==> src/rtl/run_ctrl_pkg.sv <==
// run_ctrl_pkg: shared types and constants for the run-control unit.
//   rc_state_t : run-control FSM states
//   NPROG      : number of benchmark programs sequenced per run
//   prog_idx_t : program index type (0..NPROG-1)
package run_ctrl_pkg;

  typedef enum logic [2:0] {IDLE, LAUNCH, RUN, DONE, FINISHED} rc_state_t;

  localparam int NPROG = 3;

  typedef logic [1:0] prog_idx_t;

endpackage

==> src/rtl/run_watchdog.sv <==
// run_watchdog: per-program RUN-cycle counter and watchdog limit detect.
//   clk, rst  : clock, async active-high reset
//   clr_i     : synchronous clear (takes priority over en_i)
//   en_i      : count one RUN cycle
//   count_o   : current count, saturates at TIMEOUT-1
//   limit_o   : count_o has reached TIMEOUT-1
module run_watchdog #(
  parameter int CNT_W   = 16,
  parameter int TIMEOUT = 60000
) (
  input  logic             clk,
  input  logic             rst,
  input  logic             clr_i,
  input  logic             en_i,
  output logic [CNT_W-1:0] count_o,
  output logic             limit_o
);

  localparam logic [CNT_W-1:0] LIMIT = CNT_W'(TIMEOUT - 1);

  logic [CNT_W-1:0] count_q, count_d;

  always_comb begin
    count_d = count_q;
    if (clr_i)                  count_d = '0;
    else if (en_i && !limit_o)  count_d = count_q + 1'b1;
  end

  always_ff @(posedge clk or posedge rst) begin
    if (rst) count_q <= '0;
    else     count_q <= count_d;
  end

  assign limit_o = (count_q == LIMIT);
  assign count_o = count_q;

endmodule

==> src/rtl/run_ctrl.sv <==
// run_ctrl: sequences the three benchmark programs (P0 mpy, P1 pattern
// search, P2 closest pair). Per program: load PC, run until halt retires
// (or the watchdog expires), hold done for DONE_HOLD cycles, then launch
// the next program. After P2, done stays high until reset.
//   clk, reset  : clock, async active-high reset
//   halt        : 1-cycle pulse when the halt instruction retires
//   run_en      : core fetch/commit enable
//   pc_load     : 1-cycle pulse, PC <= pc_init
//   pc_init     : start address of the current program
//   done        : program complete
//   prog_idx    : current program 0..2
//   timeout     : last program was stopped by the watchdog
//   cycle_count : RUN cycles of the current/last program
// All outputs come from registered state only.
module run_ctrl
  import run_ctrl_pkg::*;
#(
  parameter int PC_W      = 10,
  parameter int CNT_W     = 16,
  parameter int START_P0  = 0,
  parameter int START_P1  = 128,
  parameter int START_P2  = 512,
  parameter int DONE_HOLD = 4,
  parameter int TIMEOUT   = 60000
) (
  input  logic             clk,
  input  logic             reset,
  input  logic             halt,
  output logic             run_en,
  output logic             pc_load,
  output logic [PC_W-1:0]  pc_init,
  output logic             done,
  output logic [1:0]       prog_idx,
  output logic             timeout,
  output logic [CNT_W-1:0] cycle_count
);

  localparam int HOLD_W = (DONE_HOLD > 2) ? $clog2(DONE_HOLD) : 1;
  localparam logic [HOLD_W-1:0] HOLD_LAST = HOLD_W'(DONE_HOLD - 1);
  localparam prog_idx_t         LAST_PROG = prog_idx_t'(NPROG - 1);

  rc_state_t         state_q, state_d;
  logic [HOLD_W-1:0] hold_q, hold_d;
  prog_idx_t         idx_q, idx_d;
  logic              to_q, to_d;
  logic              wd_limit;

  run_watchdog #(
    .CNT_W   (CNT_W),
    .TIMEOUT (TIMEOUT)
  ) u_wd (
    .clk     (clk),
    .rst     (reset),
    .clr_i   (state_q == LAUNCH),
    .en_i    (state_q == RUN),
    .count_o (cycle_count),
    .limit_o (wd_limit)
  );

  always_comb begin
    state_d = state_q;
    hold_d  = hold_q;
    idx_d   = idx_q;
    to_d    = to_q;
    case (state_q)
      IDLE:   state_d = LAUNCH;
      LAUNCH: begin
        to_d    = 1'b0;
        hold_d  = '0;
        state_d = RUN;
      end
      RUN: begin
        // halt beats the watchdog when both land in the same cycle
        if (halt) begin
          state_d = DONE;
        end else if (wd_limit) begin
          state_d = DONE;
          to_d    = 1'b1;
        end
      end
      DONE: begin
        if (hold_q == HOLD_LAST) begin
          hold_d = '0;
          if (idx_q == LAST_PROG) begin
            state_d = FINISHED;
          end else begin
            idx_d   = idx_q + 1'b1;
            state_d = LAUNCH;
          end
        end else begin
          hold_d = hold_q + 1'b1;
        end
      end
      FINISHED: state_d = FINISHED;
      default:  state_d = IDLE;
    endcase
  end

  always_ff @(posedge clk or posedge reset) begin
    if (reset) begin
      state_q <= IDLE;
      hold_q  <= '0;
      idx_q   <= '0;
      to_q    <= 1'b0;
    end else begin
      state_q <= state_d;
      hold_q  <= hold_d;
      idx_q   <= idx_d;
      to_q    <= to_d;
    end
  end

  always_comb begin
    case (idx_q)
      2'd0:    pc_init = PC_W'(START_P0);
      2'd1:    pc_init = PC_W'(START_P1);
      default: pc_init = PC_W'(START_P2);
    endcase
  end

  assign run_en   = (state_q == RUN);
  assign pc_load  = (state_q == LAUNCH);
  assign done     = (state_q == DONE) || (state_q == FINISHED);
  assign prog_idx = idx_q;
  assign timeout  = to_q;

endmodule

==> config.mk <==
export PLATFORM = sky130hd
export DESIGN_NAME = run_ctrl
export DESIGN_NICKNAME = d
export VERILOG_FILES = /design/src/rtl/run_ctrl_pkg.sv /design/src/rtl/run_watchdog.sv /design/src/rtl/run_ctrl.sv
export SDC_FILE = /design/constraint.sdc
export NUM_CORES = 1
export LEC_CHECK = 0
export CORE_UTILIZATION = 41
export CTS_BUF_LIST = sky130_fd_sc_hd__clkbuf_16
export DETAILED_ROUTE_END_ITERATION = 8
export PLACE_DENSITY_LB_ADDON = 0.1
export REMOVE_ABC_BUFFERS = 1
export SYNTH_ARGS = -nofsm -noshare
export SYNTH_HDL_FRONTEND = slang
export SYNTH_SLANG_ARGS = --single-unit
==> constraint.sdc <==
create_clock -name clk -period 2.9 [get_ports clk]
set_clock_uncertainty 0.2 [all_clocks]
set_input_delay 0.725 -clock clk [delete_from_list [all_inputs] [get_ports clk]]
set_output_delay 0.725 -clock clk [all_outputs]
set_load 0.01 [all_outputs]
==> out/qor.yml, run 1 <==
status:
  status: "completed"
flow_run:
  cap_violations: 0
synthesis:
  syn_area_per_cell_um2: 9.20
  syn_inst: 150
  synth_area_mm2: 0.00138
  yosysWarnings: 0
  yosys.area.top_type: "dfrtp_1"
  synth_area_leaders: "dfrtp_1 (44%), ha_1 (5.4%), buf_4 (4.4%)"
  seq_area_frac_synth: 0.435
  synth.distinct_cells: 31
  synth_top_area_frac: 0.435
  synth_seq_cells: 24
grt:
  globalRouteOverflowTotal: 0
  antenna_found_initial: 0
  grt.total_usage: 0.184
  grt_pass1_vias: 1081
  grt_pass1_wl_mm: 4.91
  grt_max_degree: 16
timing:
  max_freq_ghz: 0.355
  rsz0062_at_grt: "false"
  holdWs_ns: 0.304
  slew_viol_final: 0
  fin_tns_setup_ns: 0
  setup-violations-final: 0
  fin_crit_ns: 2.81
  fin_crit_sh: 0.970
  finalHoldViolations: 0
floorplan:
  coreArea_mm2: 0.00313
  chipHeight_um: 60.0
  die-width_um: 60.0
  num_io_pins: 35
  start_util: 0.441
  num_rows: 20
  die_area_mm2: 0.00360
clocking:
  clock_latency_ns: 0.25
  cts.sinks: 24
  ctsHoldBuffers: 0
  htree_levels: 1
  cts_setup_buffers: 0
  clkTransAtPathRegs_ns: 0.06
  cts_inserted_buffers: 3
  ctsResizeCount: 0
  clk_path_buf_depth: 2
  cts_root_buf: "clkbuf_16"
  cts_tree: "built"
worst_setup_path:
  cp_common_cell: "nand2b_1"
  cp_data_arrival_time_ns: 1.89
  worstPathCellList: "nand2b_1, nand2b_1, inv_1, clkdlybuf4s50_1"
  end_kind: "output port"
  setup.worst_path.start: "state_q[2]"
  reg2reg_depth: 4
  critPathSlowestCell: "clkdlybuf4s50_1"
  critical_path_class: "reg2out"
  reg2reg_slack_ns: 0.50
  endpoint: "pc_load"
  cp_slowest_stage_delay_ns: 0.54
  crit_required_ns: 1.98
  worstReg2RegStart: "state_q[0]"
  r2r_end: "u_wd.count_o[15]"
  startpoint_type: "flop"
  crit_fanout: 8
cells_and_area:
  fill_cells: 288
  drive_gt1_frac: 0.0739
  final_common_cell: "clkdlybuf4s50_1"
  diodes: 0
  nets: 187
  finalInstanceArea_mm2: 0.00172
  synthToLayoutAreaGrowth_pct: 24.8
  final_cell_mix: "clkdlybuf4s50_1 (26), dfrtp_1 (24), nand2_1 (16), nor2_1 (12), conb_1 (8)"
worst_hold_path:
  hp-class: "reg2reg"
place:
  dp_hpwl_mm: 2.11
  place.gp.congestion: 0.860
  io_buffers: 26
  placed_cell_area_mm2: 0.00165
route:
  met2_wirelength_mm: 1.41
  routedWlPerCell_um: 13.0
  routed_wl_mm: 2.87
  vias: 1179
  met1_length_mm: 1.35
  antenna_left: 0
  drt_first_pass_iters: 4
  drc: 0
  top_layer_used: "met4"
  avgViaCountPerCell: 5.36
  route.met3.wl_um: 85
  drt_iter0_drc: 30
power:
  power_leakage_nw: 0.723
  power.density_mw_per_mm2: 689
  ir_drop_uv: 451
==> critical path, delay by kind of cell (launching register included) <==
kind | cells | cell delay, ns
buffers and inverters | 2 | 0.67
AND/OR/NAND/NOR | 2 | 0.52
flip-flops | 1 | 0.45
==> layer usage <==
layer | GRT usage | up-vias
met5 | 0 | -
met3 | 0.0195 | 2
met4 | 0.0764 | 0
met1 | 0.236 | 575
met2 | 0.313 | 33
li1 | - | 569
==> kinds of logic after synthesis <==
family	count (synthesis)	share of synthesized area
xor gates and xnor gates	6	0.0381
muxes	1	0.00725
AOI/OAI and AO/OA	26	0.119
adders and majority gates	6	0.0544
other	1	0.00272
DFF	24	0.435
and+or+nand+nor	66	0.255
buffers and inverters	20	0.0888
==> per-stage QoR <==
step	worst slack [ns]	cells	power (mW)	utilization
floorplan	0.159	144	0.703	-
global placement	0.399	217	0.893	0.527
detailed placement	0.351	217	0.904	0.527
CTS	0.0697	220	1.20	0.551
global route	0.00509	220	1.28	0.551
finish	0.0861	220	1.19	0.551
==> layout make-up <==
class / instances / area (µm²) / area share
repair buffers: 29 / 283 / 0.164
clock buffers: 3 / 75.1 / 0.0436
inverters: 7 / 26.3 / 0.0153
well taps: 44 / 55.1 / 0.0320
flip-flops and latches: 24 / 601 / 0.349
multi-input cells: 113 / 683 / 0.397
==> flip-flops by register name, indices dropped and copies added, names as in the netlist <==
| register | count |
|---|---|
| u_wd.count_o | 16 |
| state_q | 3 |
| hold_q | 2 |
| prog_idx | 2 |
| timeout | 1 |
==> power by group <==
part | switching (mW) | internal, mW | leakage, nW
clock network | 0.110 | 0.182 | 0.0370
registers | 0.0693 | 0.392 | 0.318
logic | 0.217 | 0.218 | 0.368
==> synthesized netlist by cell type <==
| master | instances |
|---|---|
| nand2_1 | 16 |
| buf_2 | 1 |
| nor4_1 | 6 |
| nand4_1 | 6 |
| xnor2_1 | 6 |
| nor3_1 | 3 |
| or3_1 | 5 |
| or4b_2 | 2 |
| a21oi_1 | 6 |
| dfrtp_1 | 24 |
| o21ai_0 | 7 |
| mux2i_1 | 1 |
| or2_2 | 2 |
| o31ai_1 | 6 |
| nor2_1 | 12 |
| buf_6 | 2 |
| or3b_4 | 1 |
| inv_1 | 7 |
| or3b_2 | 1 |
| clkbuf_2 | 1 |
| ha_1 | 6 |
| o211ai_1 | 4 |
| nand3_1 | 7 |
| or4_1 | 1 |
| conb_1 | 1 |
| clkbuf_1 | 1 |
| or4_4 | 1 |
| buf_4 | 8 |
| nand2b_1 | 3 |
| o31a_1 | 1 |
| o21a_1 | 2 |
==> how the worst min path moves through the flow <==
| stage | startpoint | endpoint | cells after the start | slack, ns |
|---|---|---|---|---|
| final | hold_q[1] | hold_q[1] | 2 | 0.30 |
| after global routing | hold_q[0] | hold_q[0] | 1 | 0.34 |
| after CTS | hold_q[1] | hold_q[1] | 2 | 0.30 |
| after detailed placement | timeout | timeout | 2 | 0.29 |
| after global placement | hold_q[1] | hold_q[1] | 2 | 0.28 |
| after floorplan | hold_q[1] | hold_q[1] | 2 | 0.25 |
No activity file was read; power rests on OpenSTA's default activity.
==> run 2: changes to the inputs <==
- GPL_ROUTABILITY_DRIVEN: unset -> 1
==> results of run 2 <==
The final DEF is identical to that of run 1; final timing and power are the same.
==> run 3: changes to the inputs <==
- clock period: 2.9 -> 3.22 ns (I/O delays scaled with it)
==> run 3 against run 2 <==
Effect of this change: sequential share of layout area fell by 0.076 points; combinational power fell by 9.4%; critical path depth did not move; setup slack gained 0.25 ns; register-to-register slack improved by 0.31 ns; non-clock buffer count unchanged; sequential cell count unchanged; critical endpoint unchanged; largest power group unchanged; highest routed layer unchanged.
==> out/qor.yml, run 3 (same netlist as run 1, synthesis figures left out) <==
status:
  status: "completed"  # unchanged
clocking:
  htree_levels: 1  # unchanged
  cts_tree: "built"  # unchanged
  clk_path_buf_depth: 2  # unchanged
  ctsHoldBuffers: 0  # unchanged
  cts_inserted_buffers: 3  # unchanged
  clock_latency_ns: 0.25  # about the same
  ctsResizeCount: 0  # unchanged
  cts_root_buf: "clkbuf_16"  # unchanged
  cts_setup_buffers: 0  # unchanged
  cts.sinks: 24  # unchanged
  clkTransAtPathRegs_ns: 0.06  # about the same
route:
  drt_iter0_drc: 40  # was 30
  vias: 1171  # was 1179
  drt_first_pass_iters: 4  # unchanged
  routed_wl_mm: 2.98  # was 2.87 mm
  avgViaCountPerCell: 5.30  # was 5.36
  routedWlPerCell_um: 13.5  # was 13.0 µm
  antenna_left: 0  # unchanged
  drc: 0  # unchanged
timing:
  rsz0062_at_grt: "false"  # unchanged
  fin_crit_ns: 2.89
  finalHoldViolations: 0  # unchanged
  setup-violations-final: 0  # unchanged
  slew_viol_final: 0  # unchanged
  fin_crit_sh: 0.896
  fin_ws_ns: 0.334  # was 0.0861 ns
  holdWs_ns: 0.301  # was 0.304 ns
  max_freq_ghz: 0.346
  fin_tns_setup_ns: 0  # unchanged
worst_setup_path:
  setup.worst_path.start: "state_q[2]"  # unchanged
  critical_path_class: "reg2out"  # unchanged
  cp_common_cell: "nand2b_1"  # unchanged
  cp_slowest_stage_delay_ns: 0.54  # about the same
  worstPathCellList: "nand2b_1, nand2b_1, inv_1, clkdlybuf4s50_1"  # unchanged
  worstReg2RegStart: "state_q[0]"  # unchanged
  reg2reg_slack_ns: 0.81  # was 0.50 ns
  startpoint_type: "flop"  # unchanged
  end_kind: "output port"  # unchanged
  critPathSlowestCell: "clkdlybuf4s50_1"  # unchanged
  r2r_end: "u_wd.count_o[15]"  # unchanged
  crit_fanout: 8  # unchanged
  cp_data_arrival_time_ns: 1.88  # was 1.89 ns
  reg2reg_depth: 4  # unchanged
  crit_required_ns: 2.21  # was 1.98 ns
place:
  dp.cells: 217  # unchanged
  placed_cell_area_mm2: 0.00165  # unchanged
  pre_cts_ws_ns: 0.614  # was 0.351 ns
  io_buffers: 26  # unchanged
  dp_hpwl_mm: 2.18  # was 2.11 mm
  place.gp.congestion: 0.872  # was 0.860
floorplan:
  die-width_um: 60.0  # unchanged
  num_io_pins: 35  # unchanged
  start_util: 0.441  # unchanged
  coreArea_mm2: 0.00313  # unchanged
  num_rows: 20  # unchanged
  chipHeight_um: 60.0  # unchanged
  die_area_mm2: 0.00360  # unchanged
cells_and_area:
  finalNonFillerCells: 221  # was 220
  diodes: 0  # unchanged
  finalInstanceArea_mm2: 0.00173  # was 0.00172 mm²
  final_common_cell: "clkdlybuf4s50_1"  # unchanged
  nets: 187  # unchanged
  largest_reg_flops: 16  # unchanged
  drive_gt1_frac: 0.0734  # was 0.0739
  synthToLayoutAreaGrowth_pct: 25.1  # was 24.8%
  final_cell_mix: "clkdlybuf4s50_1 (26), dfrtp_1 (24), nand2_1 (16), nor2_1 (12), conb_1 (8)"  # unchanged
power:
  power_leakage_nw: 0.724  # was 0.723 nW
  ir_drop_uv: 298  # was 451 µV
  power.density_mw_per_mm2: 620  # was 689 mW/mm²
worst_hold_path:
  min_from: "hold_q[1]"  # unchanged
  hp-class: "reg2reg"  # unchanged
  whs_path_depth: 2  # unchanged
  hold_path_end: "hold_q[1]"  # unchanged
grt:
  globalRouteOverflowTotal: 0  # unchanged
  antenna_found_initial: 0  # unchanged
  grt.total_usage: 0.191  # was 0.184
  grt_pass1_vias: 1148  # was 1081
  grt_max_degree: 25  # was 16
  grt_pass1_wl_mm: 5.25  # was 4.91 mm
flow_run:
  cap_violations: 0  # unchanged
run 3: worst max path at each step:
stage	cells after the start	endpoint
after floorplan	4	u_wd.count_o[1]
after global placement	4	pc_load
after detailed placement	4	pc_load
after CTS	4	pc_load
after global routing	4	pc_load
final	4	pc_load
run 3: where the power goes:
group / total (mW) / leakage [nW] / internal, mW / switching (mW)
logic: 0.394 / 0.368 / 0.196 / 0.197
registers: 0.415 / 0.318 / 0.353 / 0.0618
clock network: 0.263 / 0.0385 / 0.166 / 0.0971
total: 1.07 / 0.724 / 0.715 / 0.356
run 3: final cells by class:
| type | instances | area (µm²) |
|---|---|---|
| Timing Repair Buffer | 29 | 283 |
| Fill cell | 279 | 1400 |
| Tap cell | 44 | 55.1 |
| Clock buffer | 3 | 75.1 |
| Multi-Input combinational cell | 113 | 683 |
| Inverter | 7 | 26.3 |
| Sequential cell | 24 | 601 |
| Clock inverter | 1 | 3.75 |
run 3: per-layer routing:
layer | wire length, µm | GRT usage | vias to the layer above
met5 | 0 | 0 | -
met4 | 17 | 0.0465 | 0
met3 | 105 | 0.0216 | 2
met2 | 1500 | 0.337 | 37
met1 | 1360 | 0.248 | 561
li1 | - | - | 571
run 3: critical path, delay by kind of cell (launching register included):
| kind | cells | cell delay, ns |
|---|---|---|
| buf+inv | 2 | 0.67 |
| simple gates | 2 | 0.51 |
| flops | 1 | 0.45 |
run 3: through the flow:
stage | total power, mW | util
after CTS | 1.09 | 0.552
final | 1.07 | 0.552
after detailed placement | 0.817 | 0.527
after global routing | 1.15 | 0.552
after global placement | 0.805 | 0.527
after floorplan | 0.633 | -
